**src/rtl/if_stage_if.sv**
```systemverilog
// if_stage_if: control, ROM and IF/ID signals of the instruction-fetch stage
interface if_stage_if #(
    parameter int ADDR_W = 32,
    parameter int INST_W = 64
);
    logic              stall_if_i;
    logic              stall_id_i;
    logic              flush_i;
    logic [ADDR_W-1:0] flush_pc_i;
    logic              branch_i;
    logic [ADDR_W-1:0] branch_target_i;
    logic [INST_W-1:0] inst_i;
    logic              ce_o;
    logic [ADDR_W-1:0] pc_o;
    logic [ADDR_W-1:0] id_pc_o;
    logic [INST_W-1:0] id_inst_o;
    logic              id_valid_o;

    modport slave (
        input  stall_if_i, stall_id_i, flush_i, flush_pc_i, branch_i, branch_target_i, inst_i,
        output ce_o, pc_o, id_pc_o, id_inst_o, id_valid_o
    );

    modport master (
        output stall_if_i, stall_id_i, flush_i, flush_pc_i, branch_i, branch_target_i, inst_i,
        input  ce_o, pc_o, id_pc_o, id_inst_o, id_valid_o
    );
endinterface

```
**src/rtl/if_stage.sv**
```systemverilog
// if_stage: program counter, ROM addressing and IF/ID pipeline latch
module if_stage #(
    parameter int                ADDR_W   = 32,
    parameter int                INST_W   = 64,
    parameter logic [ADDR_W-1:0] RESET_PC = '0
) (
    input  logic      clk,
    input  logic      rst_n,
    if_stage_if.slave bus
);
    localparam logic [ADDR_W-1:0] PC_STEP = ADDR_W'(INST_W / 8);
    localparam logic [ADDR_W-1:0] ALIGN_M = ~ADDR_W'(7);

    logic              r_ce;
    logic [ADDR_W-1:0] r_pc;
    logic [ADDR_W-1:0] r_id_pc;
    logic [INST_W-1:0] r_id_inst;
    logic              r_id_valid;
    logic [ADDR_W-1:0] w_pc_nxt;
    logic              w_hold;
    logic              w_bubble;

    assign bus.ce_o       = r_ce;
    assign bus.pc_o       = r_pc;
    assign bus.id_pc_o    = r_id_pc;
    assign bus.id_inst_o  = r_id_inst;
    assign bus.id_valid_o = r_id_valid;

    // Next PC: flush beats stall, stall beats branch; PC parks at RESET_PC until fetch is enabled
    always_comb begin
        w_pc_nxt = r_pc;
        if (r_ce) begin
            if (bus.flush_i)
                w_pc_nxt = bus.flush_pc_i & ALIGN_M;
            else if (!bus.stall_if_i)
                w_pc_nxt = bus.branch_i ? (bus.branch_target_i & ALIGN_M) : r_pc + PC_STEP;
        end
        w_hold   = !bus.flush_i && bus.stall_id_i;
        w_bubble = bus.flush_i || bus.stall_if_i || bus.branch_i || !r_ce;
    end

    // State update: reset overrides everything; IF/ID either holds, takes a bubble, or captures the fetch
    always_ff @(posedge clk) begin
        if (!rst_n) begin
            r_ce       <= 1'b0;
            r_pc       <= RESET_PC;
            r_id_pc    <= '0;
            r_id_inst  <= '0;
            r_id_valid <= 1'b0;
        end else begin
            r_ce <= 1'b1;
            r_pc <= w_pc_nxt;
            if (!w_hold) begin
                r_id_valid <= !w_bubble;
                r_id_pc    <= w_bubble ? '0 : r_pc;
                r_id_inst  <= w_bubble ? '0 : bus.inst_i;
            end
        end
    end
endmodule

```
**src/flat_wrapper.sv**
```systemverilog
// flat-port wrapper written by rule: the top's interface ports become plain ports
module if_stage_flat 
#(
    parameter int                ADDR_W   = 32,
    parameter int                INST_W   = 64,
    parameter logic [ADDR_W-1:0] RESET_PC = '0
)
  (clk, rst_n, bus_stall_if_i, bus_stall_id_i, bus_flush_i, bus_flush_pc_i, bus_branch_i, bus_branch_target_i, bus_inst_i, bus_ce_o, bus_pc_o, bus_id_pc_o, bus_id_inst_o, bus_id_valid_o);
  if_stage_if #(.ADDR_W(ADDR_W), .INST_W(INST_W)) bus_i ();
  input  logic clk;
  input  logic rst_n;
  input wire logic [$bits(bus_i.stall_if_i)-1:0] bus_stall_if_i;
  input wire logic [$bits(bus_i.stall_id_i)-1:0] bus_stall_id_i;
  input wire logic [$bits(bus_i.flush_i)-1:0] bus_flush_i;
  input wire logic [$bits(bus_i.flush_pc_i)-1:0] bus_flush_pc_i;
  input wire logic [$bits(bus_i.branch_i)-1:0] bus_branch_i;
  input wire logic [$bits(bus_i.branch_target_i)-1:0] bus_branch_target_i;
  input wire logic [$bits(bus_i.inst_i)-1:0] bus_inst_i;
  output wire logic [$bits(bus_i.ce_o)-1:0] bus_ce_o;
  output wire logic [$bits(bus_i.pc_o)-1:0] bus_pc_o;
  output wire logic [$bits(bus_i.id_pc_o)-1:0] bus_id_pc_o;
  output wire logic [$bits(bus_i.id_inst_o)-1:0] bus_id_inst_o;
  output wire logic [$bits(bus_i.id_valid_o)-1:0] bus_id_valid_o;
  assign bus_i.stall_if_i = bus_stall_if_i;
  assign bus_i.stall_id_i = bus_stall_id_i;
  assign bus_i.flush_i = bus_flush_i;
  assign bus_i.flush_pc_i = bus_flush_pc_i;
  assign bus_i.branch_i = bus_branch_i;
  assign bus_i.branch_target_i = bus_branch_target_i;
  assign bus_i.inst_i = bus_inst_i;
  assign bus_ce_o = bus_i.ce_o;
  assign bus_pc_o = bus_i.pc_o;
  assign bus_id_pc_o = bus_i.id_pc_o;
  assign bus_id_inst_o = bus_i.id_inst_o;
  assign bus_id_valid_o = bus_i.id_valid_o;
  if_stage #(.ADDR_W(ADDR_W), .INST_W(INST_W), .RESET_PC(RESET_PC)) u_core (.clk(clk), .rst_n(rst_n), .bus(bus_i));
endmodule
```
**config.mk**
```make
export PLATFORM = sky130hd
export DESIGN_NAME = if_stage_flat
export DESIGN_NICKNAME = d
export VERILOG_FILES = /design/src/rtl/if_stage_if.sv /design/src/rtl/if_stage.sv /design/src/flat_wrapper.sv
export SDC_FILE = /design/constraint.sdc
export NUM_CORES = 1
export LEC_CHECK = 0
export BUFFER_PORTS_ARGS = -buffer_cell sky130_fd_sc_hd__buf_2
export CAP_MARGIN = 20
export CELL_PAD_IN_SITES_DETAIL_PLACEMENT = 0
export CELL_PAD_IN_SITES_GLOBAL_PLACEMENT = 2
export CORE_AREA = 2 2 180 138
export DETAILED_ROUTE_END_ITERATION = 10
export DIE_AREA = 0 0 182 140
export PLACE_DENSITY_LB_ADDON = 0.1
export SLEW_MARGIN = 0
export SYNTH_ARGS = -nofsm -noshare
export SYNTH_HDL_FRONTEND = slang
export SYNTH_SLANG_ARGS = --single-unit
```
**constraint.sdc**
```tcl
create_clock -name clk -period 2 [get_ports clk]
set_clock_uncertainty 0.15 [all_clocks]
set_input_delay 0.1 -clock clk [delete_from_list [all_inputs] [get_ports clk]]
set_output_delay 0.1 -clock clk [all_outputs]
set_load 0.02 [all_outputs]
```
== Word level (Yosys, flattened, before mapping) ==
Cells that the tools add are included.

* Word-level logic and storage cells: 21
* Bits in registers: 130

* Multiplexer cells: 6
* Add/sub/neg operators: 1
* Reductions and logical operators: 8
* Equal/unequal tests: 1

{| class="wikitable"
|+ Operators with widths
! kind !! count
|-
| 32-bit 2-to-1 mux || 4
|-
| 64-bit 2-to-1 mux || 1
|-
| 32-bit by 4-bit adder with 32-bit output (second input constant) || 1
|-
| 1-bit zero test || 3
|-
| 1-bit logical OR || 3
|-
| 2-bit by 1-bit != test with 1-bit output (second input constant) || 1
|-
| 2-bit AND reduction || 1
|-
| 1-bit logical AND || 1
|-
| 1-bit 2-to-1 mux || 1
|}

== Logic depth before layout (Yosys ltp) ==
* Depth after elaboration: 4
* Depth in mapped cells: 8
* Gate-level depth less buffers: 6

== Least setup slack after synthesis ==
No wires, ideal clock.

* Kind: register -> register
* From: reg u_core.r_pc[3] (netlist: u_core.bus.pc_o[3])
* To: reg u_core.r_pc[21] (netlist: u_core.bus.pc_o[21])
* Required time: 1.779 ns
* Arrival: 2.182 ns
* Setup time: 0.071 ns
* Cell stages (with the launch flop): 7
* Slack: -0.403 ns
* Buffers on the path: 0
* Clock period less this slack: 2.403 ns
* Cell sequence: dfxtp_1 ha_1 nand4_2 or4_4 or4_1 a21o_1 a21oi_1

* Cells in the longest elaborated chain, start to end: 4

{| class="wikitable"
|+ RTL lines
! what !! RTL line !! RTL
|-
| start: declaration || if_stage.sv:15 || <nowiki>logic [ADDR_W-1:0] r_pc;</nowiki>
|-
| start signal: assignment || if_stage.sv:52 || <nowiki>r_pc <= w_pc_nxt;</nowiki>
|-
| 32-bit by 4-bit adder with 32-bit output || if_stage.sv:36 || <nowiki>w_pc_nxt = bus.branch_i ? (bus.branch_target_i & ALIGN_M) : r_pc + PC_STEP;</nowiki>
|-
| 32-bit 2-to-1 mux || if_stage.sv:36 ||
|-
| 32-bit 2-to-1 mux || if_stage.sv:35 || <nowiki>else if (!bus.stall_if_i)</nowiki>
|-
| 32-bit 2-to-1 mux || if_stage.sv:33 || <nowiki>if (bus.flush_i)</nowiki>
|}

No other way between the ends. The select of a mux whose other input is x is not followed.
A chain may end at the register's enable or synchronous reset.

== Worst setup path in the final report ==
* From: reg u_core.r_pc[4] (netlist: u_core.bus.pc_o[4])
* To: reg u_core.r_pc[21] (netlist: u_core.bus.pc_o[21])

Same word-level chain as after synthesis.

==> results.md <==
* Synth top area share at 0.465
* DRT iter0 DRCs at 323
* Pwr Total at 6.70 mW
* Worst-Margin Slew at 0.527 ns
* Sequential-to-total area share from yosys stat at 0.465
* Synth Flop Type: dfxtp_1
* Final WS setup at 0.0653 ns
* Mapped Cells at 627
* Setup violations, final at 0
* Core Util, Final at 0.384
* Top post-synthesis cells by area: dfxtp_1 (47%), a22oi_1 (15%), nor2_1 (7.9%), clkbuf_1 (3.1%), o21ai_0 (2.6%)
* Final min period at 1.93 ns
* Worst setup SP type: flip-flop
* Antenna Nets Post-Route at 0
* Nets@finish at 1139
* Final Cycle Share at 0.967
* Vias at 6309
* Clock sinks at 125
* Non-Filler Instances at 1323
* Num CTS Buffers at 17
* R2R cell count at 6
* Peak VDD IR at 0.495 mV
* Yosys reg bits at 125
* Hold Crit Depth at 4
* Placer Congestion at 0.775
* CP endpoint kind: flip-flop
* TritonCTS clock tree: built
* Max_cap viols at 0
* Syn Area/Cell at 8.57 sq um
* Worst Hold Class: input pin to flip-flop
* Max transition margin at 0.649
* Worst setup path category: flip-flop to flip-flop
* Global route overflow at 0
* Gr usage total at 0.170
* Die X at 182 um
* Clk Latency, worst-skew pair at 0.42 ns
* Synth warnings at 0
* Vias in the first global route at 6046
* Cell Pwr Density at 737 nW/um^2
* Cell taking the most area after synthesis: dfxtp_1
* Drc violations at 0
* Pins Over Slew Limit at 0
* Synth Cell Area at 5380 sq um
* Synth-to-layout area growth at 69.2%
* Placed insts at 1175
* Status: finished clean
* Area after DPL at 7280 sq um
* Wire per inst at 16.8 um
* Fraction of registers with async set or reset after synthesis at 0
* Final WL at 22200 um
* Share of cells above drive strength 1 at 0.370
* Dpl ws at -0.0356 ns
* Maximum buffer depth of the clock tree at 2
* Arrival time at the worst endpoint at 2.12 ns
* Die area at 25500 sq um
* CTS Root Buffer Type: clkbuf_16
* Lkg Pwr at 3.97 nW
* Critical Path Fanout Max at 2
* Die height at 140 um
* Number of port buffers at 254
* FILL cells at 2452
* Drt first pass iters at 4
* RSZ-0062 raised after global routing: true
* Largest net degree at the start of global routing at 88
* Core Region at 23700 sq um
* Via-to-Cell Ratio at 4.77
* H-Tree Level Count at 4
* Initial antenna violation count at 1
* Worst-path clk slew at 0.06 ns
* I/O Pins at 264
* EDFF count, synth at 0
* Post-DP HPWL at 15500 um
* First-pass GRT wire length at 34300 um
* FMAX at 0.517 GHz
* Netlist cell types at 61
* Initial Util at 0.227
* WP data required at 2.19 ns
* Final Hold Viols at 0
* Number of antenna diodes at 0
* Row count at 49
* Final Cell Area at 9100 sq um
## cell type report
class	count	area [sq um]	area share
clock buffers	19	443	0.0487
clock inverters	13	155	0.0171
inverters	7	27.5	0.00303
multi-input cells	431	2680	0.294
flip-flops and latches	125	2530	0.278
well taps	306	383	0.0421
repair buffers	422	2880	0.317
## where the power goes
part / switching, mW / internal, mW / total (mW)
logic: 0.465 / 0.446 / 0.911
clock network: 1.28 / 1.90 / 3.18
registers: 0.0678 / 2.54 / 2.61
total: 1.81 / 4.89 / 6.70
## cells in the mapped netlist (all sizes together) (3+ instances only)
| cell type | instances |
|---|---|
| nor4 | 7 |
| nor3 | 7 |
| clkbuf | 44 |
| inv | 5 |
| a221oi | 4 |
| nand4 | 10 |
| o21a | 3 |
| nand2 | 25 |
| buf | 22 |
| xor2 | 3 |
| xnor2 | 4 |
| nand3 | 15 |
| dfxtp | 125 |
| o211ai | 9 |
| or3 | 3 |
| mux2i | 5 |
| a31oi | 6 |
| and3 | 6 |
| and4 | 5 |
| a21oi | 25 |
| o21ai | 28 |
| nor2 | 113 |
| o2111ai | 3 |
| a22oi | 105 |
| a21o | 4 |
## worst paths after layout
check                               start                    end  slack [ns]
hold / removal    bus_branch_target_i[19]    u_core.bus.pc_o[19]       0.002
hold reg to reg     u_core.bus.id_valid_o  u_core.bus.id_valid_o        0.33
setup reg to reg       u_core.bus.pc_o[4]    u_core.bus.pc_o[21]        0.07
setup / recovery       u_core.bus.pc_o[4]    u_core.bus.pc_o[21]        0.07
## repair_timing
item	in CTS	in global routing
pin swaps	2	0
hold endpoints to repair	91	0
hold buffers	114	0
gates resized for setup	2	11
buffers inserted	0	2
setup endpoints to repair	2	12
## layer usage
metal  GRT usage  wire (um)
met2       0.270       9980
met5           0          0
met1       0.230      10600
met4      0.0369        143
met3      0.0489       1540
## sequential cells by signal, indices dropped and copies added, names as in the netlist
| name | cells |
|---|---|
| u_core.bus.ce_o | 1 |
| u_core.bus.id_inst_o | 64 |
| u_core.bus.id_pc_o | 30 |
| u_core.bus.id_valid_o | 1 |
| u_core.bus.pc_o | 29 |
## worst max-delay path: stages, from the launching register on
cell and delay [ns]:
dfxtp_4 0.36, ha_4 0.14, nand4_4 0.08, or4_4 0.44, or4_1 0.41, a21o_1 0.17, a21oi_1 0.10
## cells in the final DEF (no fill, tap or decap), types with 4 or more instances in the layout
cell	n
nand4_1	8
buf_2	254
dfxtp_2	10
dfxtp_1	111
nand3_1	14
a21oi_1	25
nand2_1	24
a22oi_1	105
o211ai_1	9
a21o_1	4
inv_6	4
dlygate4sd3_1	114
buf_4	49
a31oi_1	6
buf_12	5
dfxtp_4	4
xnor2_1	4
nor4_2	4
o21ai_0	26
inv_1	4
clkbuf_16	17
a221oi_1	4
and3_1	6
nor3_1	7
nor2_1	113
mux2i_1	5
## through the flow
step | hold WS, ns | TNS (ns)
floorplan | -0.0223 | -0.0893
global placement | 0.197 | -0.0553
detailed placement | 0.206 | -0.0356
CTS | 0.000655 | 0
global route | 0.0325 | -0.118
finish | 0.00241 | 0
## logic make-up after synthesis
family                     synth area share
DFF                                   0.465
AOI/OAI and AO/OA                     0.270
muxes                                0.0114
other                              0.000697
and+or+nand+nor                       0.181
xor gates and xnor gates             0.0114
adders and majority gates           0.00233
buffers and inverters                0.0573
Power figures use the tool's default switching activity.
